==> config.mk <==
export PLATFORM = sky130hd
export DESIGN_NAME = fp_add_seq_flat
export DESIGN_NICKNAME = d
export VERILOG_FILES = /design/src/rtl/fp_add_seq_if.sv /design/src/rtl/fp_add_seq.sv /design/src/flat_wrapper.sv
export SDC_FILE = /design/constraint.sdc
export NUM_CORES = 1
export LEC_CHECK = 0
export CORE_MARGIN = 2
export CORE_UTILIZATION = 44
export CTS_CLUSTER_SIZE = 14
export DETAILED_ROUTE_END_ITERATION = 8
export GPL_ROUTABILITY_DRIVEN = 0
export MAX_ROUTING_LAYER = met4
export PLACE_DENSITY = 0.66
export SYNTH_ARGS = -nofsm -noshare
export SYNTH_HDL_FRONTEND = slang
export SYNTH_SLANG_ARGS = --single-unit
==> constraint.sdc <==
create_clock -name clk -period 13.6 [get_ports clk]
set_input_delay 2.72 -clock clk [delete_from_list [all_inputs] [get_ports clk]]
set_output_delay 2.72 -clock clk [all_outputs]
set_load 0.02 [all_outputs]
==> src/rtl/fp_add_seq_if.sv <==
// Handshake/operand bus for the multi-cycle single-precision adder fp_add_seq.
// The master drives EN/start/operands; the slave (the adder) returns OUT_ADD/busy/done.
interface fp_add_seq_if;
    logic        EN;
    logic        start;
    logic [31:0] A;
    logic [31:0] B;
    logic [31:0] OUT_ADD;
    logic        busy;
    logic        done;

    modport master (output EN, start, A, B, input OUT_ADD, busy, done);
    modport slave  (input EN, start, A, B, output OUT_ADD, busy, done);
endinterface

==> src/rtl/fp_add_seq.sv <==
// fp_add_seq: multi-cycle IEEE-754 single-precision adder (unpack, align, add, normalize, round, pack).
// Optional macro FADD_RNE_EN selects round-to-nearest-even; the default build truncates toward zero.
module fp_add_seq #(
    parameter int NORM_MAX = 26
) (
    input  logic        clk,
    input  logic        RST,
    fp_add_seq_if.slave bus
);
    typedef enum logic [2:0] {IDLE, UNPACK, ALIGN, ADD, NORM, ROUND, PACK} state_t;

    localparam logic [5:0]  NMAX = 6'(NORM_MAX);
    localparam logic [31:0] QNAN = 32'h7FC0_0000;

    state_t      state, state_n;
    logic [31:0] a_p0, b_p0, a_p0_n, b_p0_n;
    logic        sx_p1, sy_p1, sx_p1_n, sy_p1_n;
    logic [7:0]  ex_p1, ey_p1, ex_p1_n, ey_p1_n;
    logic [23:0] mx_p1, my_p1, mx_p1_n, my_p1_n;
    logic        spec_p1, spec_p1_n;
    logic [31:0] sval_p1, sval_p1_n;
    logic [26:0] yal_p2, yal_p2_n;
    logic [27:0] sum_p3, sum_p3_n;
    logic [9:0]  rexp_p3, rexp_p3_n;
    logic        rsign_p3, rsign_p3_n, zero_p3, zero_p3_n;
    logic [5:0]  cnt_p3, cnt_p3_n;
    logic [22:0] rmant_p4, rmant_p4_n;
    logic [31:0] out_q, pk;
    logic        done_q;

    logic [7:0]  ea, eb, d;
    logic [23:0] ma, mb;
    logic        za, zb, nan_a, nan_b, inf_a, inf_b, a_big, special;
    logic [31:0] sval;
    logic [26:0] ext, yal;
    logic [27:0] s, sh_s, sh_n;
    logic [9:0]  e_dec;
    logic [5:0]  cnt_inc;
    logic [24:0] rnd;

`ifdef FADD_RNE_EN
    function automatic logic [24:0] round_mant(input logic [26:0] v);
        logic inc;
        inc = v[2] & (v[1] | v[0] | v[3]);
        return {1'b0, v[26:3]} + {24'd0, inc};
    endfunction
`else
    function automatic logic [24:0] round_mant(input logic [23:0] m);
        return {1'b0, m};
    endfunction
`endif

    function automatic logic [31:0] pack_fp(input logic sg, input logic [9:0] e, input logic [22:0] m);
        if (e >= 10'd255) return {sg, 8'hFF, 23'd0};
        return {sg, e[7:0], m};
    endfunction

    always_comb begin
        ea      = a_p0[30:23];
        eb      = b_p0[30:23];
        za      = (ea == 8'd0);
        zb      = (eb == 8'd0);
        ma      = za ? 24'd0 : {1'b1, a_p0[22:0]};
        mb      = zb ? 24'd0 : {1'b1, b_p0[22:0]};
        nan_a   = (ea == 8'hFF) && (a_p0[22:0] != 23'd0);
        nan_b   = (eb == 8'hFF) && (b_p0[22:0] != 23'd0);
        inf_a   = (ea == 8'hFF) && (a_p0[22:0] == 23'd0);
        inf_b   = (eb == 8'hFF) && (b_p0[22:0] == 23'd0);
        a_big   = {ea, ma} >= {eb, mb};
        special = nan_a | nan_b | inf_a | inf_b | (za & zb);
        if (nan_a || nan_b || (inf_a && inf_b && (a_p0[31] != b_p0[31]))) sval = QNAN;
        else if (inf_a) sval = a_p0;
        else if (inf_b) sval = b_p0;
        else            sval = {a_p0[31] & b_p0[31], 31'd0};

        // Alignment keeps every bit shifted past R as a sticky OR in bit 0.
        d   = ex_p1 - ey_p1;
        ext = {my_p1, 3'b000};
        if (d >= 8'd27) yal = {26'd0, |my_p1};
        else            yal = (ext >> d) | {26'd0, |(ext & ~({27{1'b1}} << d))};

        s       = (sx_p1 == sy_p1) ? {1'b0, mx_p1, 3'b000} + {1'b0, yal_p2}
                                   : {1'b0, mx_p1, 3'b000} - {1'b0, yal_p2};
        sh_s    = s << 1;
        sh_n    = sum_p3 << 1;
        e_dec   = rexp_p3 - 10'd1;
        cnt_inc = cnt_p3 + 6'd1;
`ifdef FADD_RNE_EN
        rnd = round_mant(sum_p3[26:0]);
`else
        rnd = round_mant(sum_p3[26:3]);
`endif
        if (spec_p1)      pk = sval_p1;
        else if (zero_p3) pk = {rsign_p3, 31'd0};
        else              pk = pack_fp(rsign_p3, rexp_p3, rmant_p4);
    end

    always_comb begin
        state_n    = state;
        a_p0_n     = a_p0;
        b_p0_n     = b_p0;
        sx_p1_n    = sx_p1;
        sy_p1_n    = sy_p1;
        ex_p1_n    = ex_p1;
        ey_p1_n    = ey_p1;
        mx_p1_n    = mx_p1;
        my_p1_n    = my_p1;
        spec_p1_n  = spec_p1;
        sval_p1_n  = sval_p1;
        yal_p2_n   = yal_p2;
        sum_p3_n   = sum_p3;
        rexp_p3_n  = rexp_p3;
        rsign_p3_n = rsign_p3;
        zero_p3_n  = zero_p3;
        cnt_p3_n   = cnt_p3;
        rmant_p4_n = rmant_p4;
        case (state)
            IDLE: if (bus.start) begin
                a_p0_n  = bus.A;
                b_p0_n  = bus.B;
                state_n = UNPACK;
            end
            UNPACK: begin
                spec_p1_n = special;
                sval_p1_n = sval;
                sx_p1_n   = a_big ? a_p0[31] : b_p0[31];
                sy_p1_n   = a_big ? b_p0[31] : a_p0[31];
                ex_p1_n   = a_big ? ea : eb;
                ey_p1_n   = a_big ? eb : ea;
                mx_p1_n   = a_big ? ma : mb;
                my_p1_n   = a_big ? mb : ma;
                state_n   = special ? PACK : ALIGN;
            end
            ALIGN: begin
                yal_p2_n = yal;
                state_n  = ADD;
            end
            // ADD absorbs the first left shift so a one-position cancellation skips NORM.
            ADD: begin
                rsign_p3_n = sx_p1;
                rexp_p3_n  = {2'd0, ex_p1};
                zero_p3_n  = 1'b0;
                cnt_p3_n   = 6'd0;
                sum_p3_n   = s;
                if (s[27] || s == 28'd0) state_n = NORM;
                else if (s[26])          state_n = ROUND;
                else begin
                    sum_p3_n  = sh_s;
                    rexp_p3_n = {2'd0, ex_p1} - 10'd1;
                    if (ex_p1 == 8'd1) begin
                        zero_p3_n = 1'b1;
                        state_n   = PACK;
                    end else state_n = sh_s[26] ? ROUND : NORM;
                end
            end
            NORM: begin
                if (sum_p3[27]) begin
                    sum_p3_n  = {1'b0, sum_p3[27:2], sum_p3[1] | sum_p3[0]};
                    rexp_p3_n = rexp_p3 + 10'd1;
                    state_n   = ROUND;
                end else if (sum_p3 == 28'd0) begin
                    zero_p3_n  = 1'b1;
                    rsign_p3_n = 1'b0;
                    state_n    = PACK;
                end else begin
                    sum_p3_n  = sh_n;
                    rexp_p3_n = e_dec;
                    cnt_p3_n  = cnt_inc;
                    if (e_dec == 10'd0) begin
                        zero_p3_n = 1'b1;
                        state_n   = PACK;
                    end else if (sh_n[26]) state_n = ROUND;
                    else if (cnt_inc == NMAX) begin
                        zero_p3_n  = 1'b1;
                        rsign_p3_n = 1'b0;
                        state_n    = PACK;
                    end
                end
            end
            ROUND: begin
                if (rnd[24]) begin
                    rmant_p4_n = rnd[23:1];
                    rexp_p3_n  = rexp_p3 + 10'd1;
                end else rmant_p4_n = rnd[22:0];
                state_n = PACK;
            end
            PACK:    state_n = IDLE;
            default: state_n = IDLE;
        endcase
    end

    always_ff @(posedge clk) begin
        if (RST) begin
            state  <= IDLE;
            done_q <= 1'b0;
            out_q  <= 32'd0;
        end else if (bus.EN) begin
            state  <= state_n;
            done_q <= (state == PACK);
            if (state == PACK) out_q <= pk;
        end
    end

    always_ff @(posedge clk) begin
        if (bus.EN) begin
            a_p0     <= a_p0_n;
            b_p0     <= b_p0_n;
            sx_p1    <= sx_p1_n;
            sy_p1    <= sy_p1_n;
            ex_p1    <= ex_p1_n;
            ey_p1    <= ey_p1_n;
            mx_p1    <= mx_p1_n;
            my_p1    <= my_p1_n;
            spec_p1  <= spec_p1_n;
            sval_p1  <= sval_p1_n;
            yal_p2   <= yal_p2_n;
            sum_p3   <= sum_p3_n;
            rexp_p3  <= rexp_p3_n;
            rsign_p3 <= rsign_p3_n;
            zero_p3  <= zero_p3_n;
            cnt_p3   <= cnt_p3_n;
            rmant_p4 <= rmant_p4_n;
        end
    end

    assign bus.OUT_ADD = out_q;
    assign bus.done    = done_q;
    assign bus.busy    = (state != IDLE);
endmodule

==> src/flat_wrapper.sv <==
// flat-port wrapper written by rule: the top's interface ports become plain ports
module fp_add_seq_flat 
#(
    parameter int NORM_MAX = 26
)
  (clk, RST, bus_EN, bus_start, bus_A, bus_B, bus_OUT_ADD, bus_busy, bus_done);
  fp_add_seq_if bus_i ();
  input  logic clk;
  input  logic RST;
  input wire logic [$bits(bus_i.EN)-1:0] bus_EN;
  input wire logic [$bits(bus_i.start)-1:0] bus_start;
  input wire logic [$bits(bus_i.A)-1:0] bus_A;
  input wire logic [$bits(bus_i.B)-1:0] bus_B;
  output wire logic [$bits(bus_i.OUT_ADD)-1:0] bus_OUT_ADD;
  output wire logic [$bits(bus_i.busy)-1:0] bus_busy;
  output wire logic [$bits(bus_i.done)-1:0] bus_done;
  assign bus_i.EN = bus_EN;
  assign bus_i.start = bus_start;
  assign bus_i.A = bus_A;
  assign bus_i.B = bus_B;
  assign bus_OUT_ADD = bus_i.OUT_ADD;
  assign bus_busy = bus_i.busy;
  assign bus_done = bus_i.done;
  fp_add_seq #(.NORM_MAX(NORM_MAX)) u_core (.clk(clk), .RST(RST), .bus(bus_i));
endmodule
**Yosys cells after proc, flatten, opt, wreduce, memory -nomap -nowiden**

Cells that the tools add are included.

- Register bits: 295
- Input bits: 68
- Output and inout port bits: 34
- Word-level logic and storage cells: 159

- Add/subtract/negate cells: 7
- Order comparisons: 3
- Eq/ne operators: 22
- Shift-type cells: 2
- Muxes and demuxes: 59
- Bitwise logic cells: 10
- Reductions and logical operators: 34

Operator list:

| cell | number |
|---|---|
| $mux W32 | 6 |
| $mux W28 | 5 |
| $mux W24 | 4 |
| $logic_not A28 Y1 | 2 |
| $pmux W28 S2 | 1 |
| $logic_not A23 Y1 | 2 |
| $reduce_bool A23 Y1 | 2 |
| $mux W10 | 4 |
| $ge A32 B32 Y1 | 1 |
| $mux W3 | 10 |
| $add A27 B27 Y28 | 1 |
| $sub A27 B27 Y28 | 1 |
| $and A27 B27 Y27 | 1 |
| $not A27 Y27 | 1 |
| $or A27 B1 Y27 | 1 |
| $reduce_or A27 Y1 | 1 |
| $shl A27 B8 Y27 const A | 1 |
| $shr A27 B8 Y27 | 1 |
| $reduce_or A24 Y1 | 1 |
| $mux W1 | 20 |
| $pmux W10 S2 | 1 |
| $pmux W3 S6 | 1 |
| $eq A8 B8 Y1 const B | 2 |
| $logic_not A8 Y1 | 2 |
| 38 further kinds | 65 |

**Depth between registers and ports, before layout**

- Depth after elaboration: 8
- Gate-level depth with buffers: 19
- Depth with buffers taken out: 16

**Worst setup path after synthesis**

No wires, ideal clock.

- Path kind: input -> register
- Start point: in bus_EN
- End point: reg u_core.ex_p1[0], enable pin
- Setup time: 0.835 ns
- Arrival: 12.922 ns
- Required time: 12.765 ns
- Setup slack: -0.157 ns
- Stages: 2
- Path buffers: 0
- Cells stage by stage: inv_1 > nor4b_1

- Cells in the longest elaborated chain, start to end: 1

Ends and longest elaborated chain:

| what | RTL line | RTL |
|---|---|---|
| from (decl) | flat_wrapper.sv:10 | `input wire logic [$bits(bus_i.EN)-1:0] bus_EN;` |
| $reduce_and A2 Y1 (no source line) | -- |  |
| to (signal assigned) | fp_add_seq.sv:210 | `ex_p1 <= ex_p1_n;` |
| to (decl) | fp_add_seq.sv:18 | `logic [7:0] ex_p1, ey_p1, ex_p1_n, ey_p1_n;` |

No other way between the ends.
A chain may end at the register's enable or synchronous reset.

**Worst setup path in the final report**

- Start point: reg u_core.mx_p1[6]
- End point: reg u_core.rexp_p3[3] (data pin)

- Cells in the longest elaborated chain, start to end: 6
- Elaborated cells on any way between the ends: 8
- Those cells by class: add/sub (2); mux (4); reduce/logical (2)

Ends and longest elaborated chain:

| what | RTL line | RTL |
|---|---|---|
| from (decl) | fp_add_seq.sv:19 | `logic [23:0] mx_p1, my_p1, mx_p1_n, my_p1_n;` |
| from (signal assigned) | fp_add_seq.sv:212 | `mx_p1 <= mx_p1_n;` |
| $sub A27 B27 Y28 / $add A27 B27 Y28 (equally long branches) | fp_add_seq.sv:83, fp_add_seq.sv:82 |  |
| $mux W28 * | fp_add_seq.sv:82 | `s = (sx_p1 == sy_p1) ? {1'b0, mx_p1, 3'b000} + {1'b0, yal_p2}` |
| $logic_not A28 Y1 | fp_add_seq.sv:145 | `if (s[27] \|\| s == 28'd0) state_n = NORM;` |
| $logic_or A1 B1 Y1 | fp_add_seq.sv:145 |  |
| $mux W10 * | fp_add_seq.sv:145 |  |
| $pmux W10 S2 * | fp_add_seq.sv:117 | `case (state)` |
| net u_core.rexp_p3_n[3] | fp_add_seq.sv:24 | `logic [9:0] rexp_p3, rexp_p3_n;` |
| to (signal assigned) | fp_add_seq.sv:218 | `rexp_p3 <= rexp_p3_n;` |
| to (decl) | fp_add_seq.sv:24 |  |

Mark *: on every way through the listed nets, which the timed path passes. The rest lies on a longest branch.

==> impl_metrics.env <==
export IMPL_cts_tree="done"
export IMPL_critical_path_max_fanout=21
export IMPL_port_buffers=101
export IMPL_final_cells=2493
export IMPL_critPathMaxStageDelay_ns=0.69
export IMPL_p_per_area_nw_per_um2=109
export IMPL_detail_route_antenna_nets=0
export IMPL_synth_edf_count=259
export IMPL_post_place_cells=2430
export IMPL_fin_area_um2=20900
export IMPL_nets=2102
export IMPL_clock_sinks=295
export IMPL_drtPass1Iterations=8
export IMPL_vias=14760
export IMPL_io_pins=102
export IMPL_period_share_pct=36.3
export IMPL_grt_max_degree=75
export IMPL_wl_met1_um=20600
export IMPL_clk_pin_slew_ns=0.06
export IMPL_dp_hpwl_um=33700
export IMPL_grt_overflow=0
export IMPL_n_fill_cell=3755
export IMPL_status="finished, final reports clean"
export IMPL_cp_end_kind="flop"
export IMPL_yosysUniqueCellTypes=91
export IMPL_p_leak_uw=0.00772
export IMPL_max_cap_viol_count=0
export IMPL_cts_root_buf="clkbuf_16"
export IMPL_viasPerCell=5.92
export IMPL_drive_above_1_share_pct=7.30
export IMPL_routedWlPerCell_um=18.5
export IMPL_cp_cell_sequence="ha_1 > nor2b_1 > a2111oi_4 > a211oi_2 > a211oi_1 > o21ai_0 > a2111oi_4 > nor2_1 > and4b_4 > a31oi_4 > buf_4 > a21oi_1 > or3_1"
export IMPL_crit_family="compound AO/OA/AOI/OAI gates"
export IMPL_top_layer_used="met4"
export IMPL_crit_slowest_cell="a211oi_1"
export IMPL_area_delta_synth_final_pct=14.7
export IMPL_syn_inst=1866
export IMPL_core_um2=40900
export IMPL_setup_tns_final_ns=0
export IMPL_cts_resized=0
export IMPL_critical_path_class="flop to flop"
export IMPL_hold_class="flop to flop"
export IMPL_drc=0
export IMPL_antenna_found_initial=2
export IMPL_chipHeight_um=208
export IMPL_grt_pass1_wl_um=73700
export IMPL_ys_ff_latch=295
export IMPL_finClkSkew_ns=0.0172
export IMPL_die_x_um=208
export IMPL_numCtsBuffers=34
export IMPL_slew_violations=0
export IMPL_max_freq_mhz=203
export IMPL_clockBufferDepth=3
export IMPL_cts_hold_buf=0
export IMPL_finalHoldViolCount=0
export IMPL_rows=74
export IMPL_clock_latency_ns=0.54
export IMPL_met2_length_um=21800
export IMPL_ys_seq_area_share_pct=46.5
export IMPL_async_flop_share_pct=0
export IMPL_die_area_um2=43100
export IMPL_rsz0062_at_grt="false"
export IMPL_setup_viol=0
export IMPL_arrival_ns=5.21
export IMPL_cts_setup_buffers=0
export IMPL_critPathLaunchType="flop"
export IMPL_syn_cell_area_um2=18300
export IMPL_fin_crit_ns=4.93
export IMPL_worstPathRequired_ns=13.88
export IMPL_vdd_drop_max_v=0.0000926
export IMPL_postPlaceCellArea_um2=19800
export IMPL_drt_iter0_markers=1660
export IMPL_initial_utilization_pct=44.6
export IMPL_grt_pass1_vias=13943
export IMPL_critical_path_buf_inv_count=1
export IMPL_h_tree_depth=2
export IMPL_power_total_uw=2280
export IMPL_max_slew_margin_pct=29.4
export IMPL_wl_um=46100
export IMPL_syn_area_per_cell_um2=9.78
export IMPL_ys_warn_count=0
export IMPL_synth_main_ff_cell="edfxtp_1"
export IMPL_grt_use_total_pct=21.5
export IMPL_wl_met3_um=2740
export IMPL_crit_top_cell="a2111oi_4"
export IMPL_tightest_slew_ns=1.06
==> worst register-to-register path, cell delays in order (launching register included) <==
cell,delay (ns)
edfxtp_1,0.41
ha_1,0.52
nor2b_1,0.15
a2111oi_4,0.44
a211oi_2,0.15
a211oi_1,0.69
o21ai_0,0.29
a2111oi_4,0.40
nor2_1,0.07
and4b_4,0.23
a31oi_4,0.45
buf_4,0.41
a21oi_1,0.12
or3_1,0.35
==> routing by layer <==
metal	vias up	track usage [%]
li1	7108	-
met1	6990	28.7
met2	577	34.5
met3	85	2.74
met4	0	6.33
met5	-	-
==> cell families after synthesis <==
group           share of synthesized area (%)
flops                                    46.5
simple gates                             16.9
buf+inv                                  4.72
mux                                      4.57
compound gates                           18.4
other cells                            0.0205
xor+xnor                                 1.87
fa+ha+maj                                6.99
==> flip-flops by register name, summed over array words and instances (netlist names) <==
| signal | cells |
|---|---|
| u_core.a_p0 | 32 |
| u_core.b_p0 | 32 |
| u_core.bus.OUT_ADD | 32 |
| u_core.bus.done | 1 |
| u_core.cnt_p3 | 6 |
| u_core.ex_p1 | 8 |
| u_core.ey_p1 | 8 |
| u_core.mx_p1 | 24 |
| u_core.my_p1 | 24 |
| u_core.rexp_p3 | 10 |
| u_core.rmant_p4 | 23 |
| u_core.rsign_p3 | 1 |
| u_core.spec_p1 | 1 |
| u_core.state | 3 |
| u_core.sum_p3 | 28 |
| u_core.sval_p1 | 32 |
| u_core.sx_p1 | 1 |
| u_core.sy_p1 | 1 |
| u_core.yal_p2 | 27 |
| u_core.zero_p3 | 1 |
==> through the flow <==
stage	util, %	hold WS [ns]	worst slack (ns)
5_1_grt	51.2	0.515	8.38
2_1_floorplan	-	0.476	4.81
6_report	51.2	0.499	8.67
4_1_cts	51.2	0.502	8.75
3_5_place_dp	48.4	0.494	8.76
3_3_place_gp	48.4	0.489	8.88
==> area by class of cell <==
cell class	count	area [um^2]	share of cell area, %
multi-input combinational	1372	9040	43.2
sequential	295	8500	40.6
clock buffer	44	940	4.49
tap	532	666	3.18
clock inverter	17	198	0.944
inverter	104	390	1.86
timing repair buffer	127	1210	5.76
antenna	2	5.00	0.0239
==> Yosys cell counts (36+ instances only) <==
| library cell | n | area (um^2) |
|---|---|---|
| edfxtp_1 | 259 | 7780 |
| nand2_1 | 203 | 762 |
| nor2_1 | 153 | 574 |
| o21ai_0 | 136 | 681 |
| a21oi_1 | 108 | 541 |
| inv_1 | 102 | 383 |
| ha_1 | 98 | 1230 |
| clkbuf_1 | 90 | 338 |
| nand3_1 | 55 | 275 |
| a211oi_1 | 46 | 345 |
| mux2i_1 | 44 | 440 |
| nor3_1 | 43 | 215 |
| nor4_1 | 40 | 250 |
| dfxtp_1 | 36 | 721 |
==> path summary, 6_finish.rpt <==
| path | start | endpoint | slack (ns) | cells past startpoint |
|---|---|---|---|---|
| setup / recovery | u_core.mx_p1[6] | u_core.rexp_p3[3] | 8.67 | 13 |
| hold / removal | u_core.bus.OUT_ADD[3] | u_core.bus.OUT_ADD[3] | 0.50 | 2 |
| setup reg to reg | u_core.mx_p1[6] | u_core.rexp_p3[3] | 8.67 | 13 |
| hold reg to reg | u_core.bus.OUT_ADD[3] | u_core.bus.OUT_ADD[3] | 0.50 | 2 |
==> power by group <==
part           internal, uW  switching, uW
Sequential             1020           20.0
Combinational           120            186
Clock                   566            373
Total                  1700            580
==> layout by cell type, fill, tap and decap left out, types with 33 or more instances in the layout <==
cell,instances
nor4_1,40
nand2_1,203
a22oi_1,33
a211oi_1,46
clkbuf_16,35
nor3_1,39
ha_1,98
nor2_1,152
inv_1,102
clkdlybuf4s50_1,101
a21oi_1,108
dfxtp_1,36
nand3_1,55
edfxtp_1,259
o21ai_0,136
mux2i_1,44
No activity file was read; power rests on OpenSTA's default activity.
